<file path="src/rtl/tx_signal_generator.sv">
// BPSK transmit generator: 8-bit LFSR chip sequence modulated onto an 8-point sampled carrier.
// Optional TX_TIMESTAMP_EN builds the free-running sample-tick counter behind otimestamp.
module tx_signal_generator #(
  parameter int unsigned SAMPLE_PERIOD = 128,
  parameter int unsigned CHIP_SAMPLES  = 8,
  parameter int unsigned SEQ_LEN       = 255,
  parameter int unsigned AMP           = 16384
) (
  input  logic               ctx_clk,
  input  logic               rtx_rst,
  input  logic               etx_en,
  input  logic               istart,
  input  logic [3:0]         iseq_id,
  output logic               obusy,
  output logic               osample_valid,
  output logic signed [15:0] osample,
  output logic               odone,
  output logic [31:0]        otimestamp
);

  localparam int unsigned TickW = (SAMPLE_PERIOD > 1) ? $clog2(SAMPLE_PERIOD) : 1;
  localparam int unsigned SampW = (CHIP_SAMPLES > 8) ? $clog2(CHIP_SAMPLES) : 3;

  localparam logic [TickW-1:0]   TickMax = TickW'(SAMPLE_PERIOD - 1);
  localparam logic [SampW-1:0]   SampMax = SampW'(CHIP_SAMPLES - 1);
  localparam logic [7:0]         ChipMax = 8'(SEQ_LEN - 1);
  localparam logic signed [15:0] LutAmp  = 16'(AMP);
  localparam logic signed [15:0] LutK    = 16'((AMP * 181) >> 8);

  if (SAMPLE_PERIOD < 2) begin : g_bad_period
    $error("SAMPLE_PERIOD must be at least 2");
  end
  if ((CHIP_SAMPLES == 0) || (CHIP_SAMPLES % 8 != 0)) begin : g_bad_chip
    $error("CHIP_SAMPLES must be a non-zero multiple of 8");
  end
  if ((SEQ_LEN < 1) || (SEQ_LEN > 255)) begin : g_bad_len
    $error("SEQ_LEN must be in 1..255");
  end
  if ((AMP < 1) || (AMP > 32767)) begin : g_bad_amp
    $error("AMP must be in 1..32767");
  end

  typedef enum logic [0:0] {StIdle, StRun} state_e;

  state_e             state_q, state_d;
  logic [TickW-1:0]   tick_q, tick_d;
  logic [SampW-1:0]   samp_q, samp_d;
  logic [7:0]         chip_q, chip_d;
  logic [7:0]         lfsr_q, lfsr_d;
  logic               busy_q, busy_d;
  logic               valid_q, valid_d;
  logic               done_q, done_d;
  logic signed [15:0] sample_q, sample_d;

  logic               fb;
  logic signed [15:0] lut_val;

  assign fb = lfsr_q[7] ^ lfsr_q[5] ^ lfsr_q[4] ^ lfsr_q[3];

  // Carrier phase follows the in-chip sample index; CHIP_SAMPLES is a multiple of 8,
  // so this equals the global sample index mod 8 and stays continuous across chips.
  always_comb begin
    lut_val = '0;
    unique case (samp_q[2:0])
      3'd0, 3'd4: lut_val = '0;
      3'd1, 3'd3: lut_val = LutK;
      3'd2:       lut_val = LutAmp;
      3'd5, 3'd7: lut_val = -LutK;
      3'd6:       lut_val = -LutAmp;
      default:    lut_val = '0;
    endcase
  end

  always_comb begin
    state_d  = state_q;
    tick_d   = tick_q;
    samp_d   = samp_q;
    chip_d   = chip_q;
    lfsr_d   = lfsr_q;
    busy_d   = busy_q;
    sample_d = sample_q;
    valid_d  = 1'b0;
    done_d   = 1'b0;

    unique case (state_q)
      StIdle: begin
        busy_d   = 1'b0;
        sample_d = '0;
        if (istart && etx_en) begin
          state_d = StRun;
          busy_d  = 1'b1;
          lfsr_d  = {iseq_id, ~iseq_id};
          tick_d  = '0;
          samp_d  = '0;
          chip_d  = '0;
        end
      end
      StRun: begin
        if (!etx_en) begin
          state_d  = StIdle;
          busy_d   = 1'b0;
          sample_d = '0;
        end else begin
          tick_d = (tick_q == TickMax) ? '0 : tick_q + TickW'(1);
          // A tick count of zero marks a sample slot; the first one lands right after the start.
          if (tick_q == '0) begin
            valid_d  = 1'b1;
            sample_d = lfsr_q[0] ? lut_val : -lut_val;
            if (samp_q == SampMax) begin
              samp_d = '0;
              lfsr_d = {fb, lfsr_q[7:1]};
              chip_d = chip_q + 8'd1;
              // Busy and the held sample clear on the following edge, in StIdle.
              if (chip_q == ChipMax) begin
                done_d  = 1'b1;
                state_d = StIdle;
              end
            end else begin
              samp_d = samp_q + SampW'(1);
            end
          end
        end
      end
      default: state_d = StIdle;
    endcase
  end

  always_ff @(posedge ctx_clk or negedge rtx_rst) begin
    if (!rtx_rst) begin
      state_q  <= StIdle;
      tick_q   <= '0;
      samp_q   <= '0;
      chip_q   <= '0;
      lfsr_q   <= '0;
      busy_q   <= 1'b0;
      valid_q  <= 1'b0;
      done_q   <= 1'b0;
      sample_q <= '0;
    end else begin
      state_q  <= state_d;
      tick_q   <= tick_d;
      samp_q   <= samp_d;
      chip_q   <= chip_d;
      lfsr_q   <= lfsr_d;
      busy_q   <= busy_d;
      valid_q  <= valid_d;
      done_q   <= done_d;
      sample_q <= sample_d;
    end
  end

  assign obusy         = busy_q;
  assign osample_valid = valid_q;
  assign osample       = sample_q;
  assign odone         = done_q;

`ifdef TX_TIMESTAMP_EN
  logic [TickW-1:0] pre_q, pre_d;
  logic [31:0]      ts_q, ts_d;
  logic [31:0]      ts_lat_q, ts_lat_d;
  logic             first_strobe;

  assign first_strobe = (state_q == StRun) && etx_en && (tick_q == '0) &&
                        (samp_q == '0) && (chip_q == '0);

  // Free-running from reset, independent of the transmit FSM; wraps naturally at 2^32.
  always_comb begin
    pre_d    = (pre_q == TickMax) ? '0 : pre_q + TickW'(1);
    ts_d     = (pre_q == TickMax) ? ts_q + 32'd1 : ts_q;
    ts_lat_d = first_strobe ? ts_q : ts_lat_q;
  end

  always_ff @(posedge ctx_clk or negedge rtx_rst) begin
    if (!rtx_rst) begin
      pre_q    <= '0;
      ts_q     <= '0;
      ts_lat_q <= '0;
    end else begin
      pre_q    <= pre_d;
      ts_q     <= ts_d;
      ts_lat_q <= ts_lat_d;
    end
  end

  assign otimestamp = ts_lat_q;
`else
  assign otimestamp = '0;
`endif

endmodule

</file>
<file path="config.mk">
export PLATFORM = sky130hd
export DESIGN_NAME = tx_signal_generator
export DESIGN_NICKNAME = d
export VERILOG_FILES = /design/src/rtl/tx_signal_generator.sv
export SDC_FILE = /design/constraint.sdc
export NUM_CORES = 1
export LEC_CHECK = 0
export BUFFER_PORTS_ARGS = -buffer_cell sky130_fd_sc_hd__buf_2
export CORE_MARGIN = 2
export CORE_UTILIZATION = 50
export DETAILED_ROUTE_END_ITERATION = 8
export HOLD_SLACK_MARGIN = 0.08
export PLACE_DENSITY_LB_ADDON = 0.12
export SLEW_MARGIN = 20
export SYNTH_ARGS = -nofsm -noshare
export SYNTH_HDL_FRONTEND = slang
export SYNTH_SLANG_ARGS = --single-unit
</file>
<file path="constraint.sdc">
create_clock -name ctx_clk -period 5.15 [get_ports ctx_clk]
set_input_delay 0.2575 -clock ctx_clk [delete_from_list [all_inputs] [get_ports ctx_clk]]
set_output_delay 0.2575 -clock ctx_clk [all_outputs]
set_load 0.005 [all_outputs]
</file>
==> metrics <==
status completed; largest net degree at the start of global routing 36; crit path time final 2.47 ns; Fin Setup TNS 0 ns; nets 266; Reg-to-Reg End lfsr_q[3]; Antenna Diode Count 0; Total Power 0.000689 W; Initial DRC Count 45; Critical Path Max Stage Delay 0.49 ns; Power Density 309 nW/um2; WP depth 6; part of the Yosys area used for sequential elements 40.1%; share of cells above drive strength 1 12.7%; global-route wire length before repair 6670 um; Layout Skew 0.00528 ns; ys flop type dfrtp_1; CP Launch Type flip-flop; Rows 24; total CTS buffers 5; Placer Congestion 0.814; max-slew violation count 0; H-Tree Depth 2; ranking of synthesized cells by area dfrtp_1 40%, buf_4 15%, nand2_1 5.0%, ha_1 4.0%, o21ai_0 3.2%; family with the most delay on the worst path simple AND/OR/NAND/NOR gates; crit path to lfsr_q[3]; grt ovf 0; Clock Root Buffer clkbuf_8; PostCTS Resize Cnt 0; Core Region 4290 um2; crit path cell chain ha_1, ha_1, and3b_1, a21oi_2, nand2b_1, mux2_1; Starting Density 50.8%; Via Count 1,517; CTS tree built; Worst Hold Class primary input to flip-flop; Bufs on Longest Clock Path 2; full die area 4910 um2; WP buf/inv 0; Worst Setup SP samp_q[0]; WL/cell 12.7 um; post-route ant nets 0; global-route usage over all layers 17.5%; initial antenna violation count 0; Setup Viol. Count Final 0; Post-synth EDFFs 0; R2R Path Start samp_q[0]; yosys warns 0; endpoints failing hold 0; area share of the largest cell type after synthesis 40.1%; syn avg cell area 9.25 um2; io pins 59; fraction of registers with async set/reset 100%; WP data required 5.32 ns; Clk Latency, worst-skew pair 0.29 ns; endpoint type of the worst setup path flip-flop; Unique masters post-synth 43; Final period util 48.0%; worst slew pin tran 1.02 ns; clk slew on worst S/H paths 0.07 ns; slowest CP cell a21oi_2; clock tree sinks 35; peak fanout along the critical path 16; Max Cap Viol 0; post-synth design cell area 2180 um2; FF-to-FF setup slack 2.68 ns; critical path class flip-flop to flip-flop; via-per-instance ratio 4.99; Chip Height 70.1 um; critical path's most frequent cell ha_1; Detailed Place HPWL 2820 um; area leader, netlist dfrtp_1; flops & latches, synth 35; placed insts 295; Layout area overhead 2.06%; Port Buffers 20; unrepaired setup endpoints after global routing no; drt first pass iters 4; DRC Markers 0; Post-Route WL 3860 um; vias in the first global route 1,394; R2R depth 6; Rel. slew slack 31.7%; Max IR drop VDD 168 uV; Leakage 1.07 nW; Final Hold Slack 0.256 ns; Gate Count Post-Synth 236; Arr. time, crit path 2.64 ns; fmax 0.404 GHz; Layout Cells excl Fill 304; die width 70.1 um
==> cells by family after synthesis <==
kind of cell / share of synthesized area (%)
other: 0.172
XOR/XNOR: 2.69
AND/OR/NAND/NOR: 18.1
flip-flops: 40.1
multiplexers: 4.81
AO/OA/AOI/OAI: 12.6
adder cells (fa/ha/maj): 4.01
buffers and inverters: 17.5
==> registers in the layout (all words and copies together), names as in the netlist <==
name           flops
samp_q             3
lfsr_q             8
osample_valid      1
osample            5
odone              1
state_q            1
obusy              1
chip_q             8
tick_q             7
==> synth_stat cells (2+ instances only) <==
library cell,instances
o21ai_0,14
inv_1,8
mux2i_1,6
nand3_1,7
nand2_1,29
dfrtp_1,35
nor3_1,2
nand2b_1,2
o21ai_1,13
xnor2_1,4
nor2_1,7
nor2b_1,2
ha_1,7
or4b_1,2
a21oi_1,7
or3_1,4
o31ai_1,2
buf_2,3
a211oi_1,2
mux2_1,4
buf_4,43
and2_1,3
clkbuf_1,3
o311ai_1,2
nand4_1,6
and3_1,2
==> per-layer routing <==
metal | routed length, um | up-vias | GRT usage (%)
met5 | 0 | - | 0
met4 | 45 | 0 | 5.77
met3 | 194 | 5 | 4.76
met2 | 1840 | 39 | 27.0
met1 | 1790 | 709 | 23.9
li1 | - | 764 | -
==> through the flow <==
stage	utilization (%)	cell area (um2)	worst slack, ns
global placement	49.7	2130	2.73
floorplan	-	2320	3.15
finish	51.9	2230	2.68
CTS	51.9	2230	2.67
detailed placement	49.7	2130	2.69
global route	51.9	2230	2.47
==> worst min path at each step <==
stage	start	end	cells past startpoint
5_1_grt	iseq_id[1]	lfsr_q[5]	3
3_5_place_dp	rtx_rst	osample[13]	1
3_3_place_gp	rtx_rst	osample[6]	1
4_1_cts	iseq_id[1]	lfsr_q[5]	3
6_report	iseq_id[1]	lfsr_q[5]	3
2_1_floorplan	rtx_rst	chip_q[0]	0
==> worst reg2reg max path, cell delays in order (launching register included) <==
cell and delay (ns):
dfrtp_1 0.43, ha_1 0.21, ha_1 0.20, and3b_1 0.26, a21oi_2 0.50, nand2b_1 0.39
mux2_1 0.36
==> area by class of cell <==
type	instances	area (um2)
Inverter	8	30.0
Fill cell	420	2070
Multi-Input combinational cell	180	1060
Clock buffer	5	68.8
Timing Repair Buffer	21	110
Sequential cell	35	876
Clock inverter	3	15.0
Tap cell	52	65.1
==> what timing repair did <==
item                                   4_1_cts  5_1_grt
hold buffers                                 1        0
endpoints found under the hold margin       27        0
setup buffers                                0        0
==> placed cells by master (no fill, tap or decap), types with 5 or more instances in the layout <==
cell and n:
nand2_1 29, a21oi_1 7, conb_1 38, nand4_1 6
o21ai_0 14, nand3_1 7, mux2i_1 6, clkbuf_8 5
ha_1 7, inv_1 8, buf_2 20, o21ai_1 13
dfrtp_1 35, nor2_1 7
==> power by group <==
group	total, W	leakage [nW]	switching, W	internal, W
combinational	0.000151	0.560	0.0000862	0.0000644
clock	0.000197	0.0477	0.000105	0.0000926
sequential	0.000341	0.466	0.0000333	0.000308
total	0.000689	1.07	0.000224	0.000465
(Power assumes the default switching activity.)
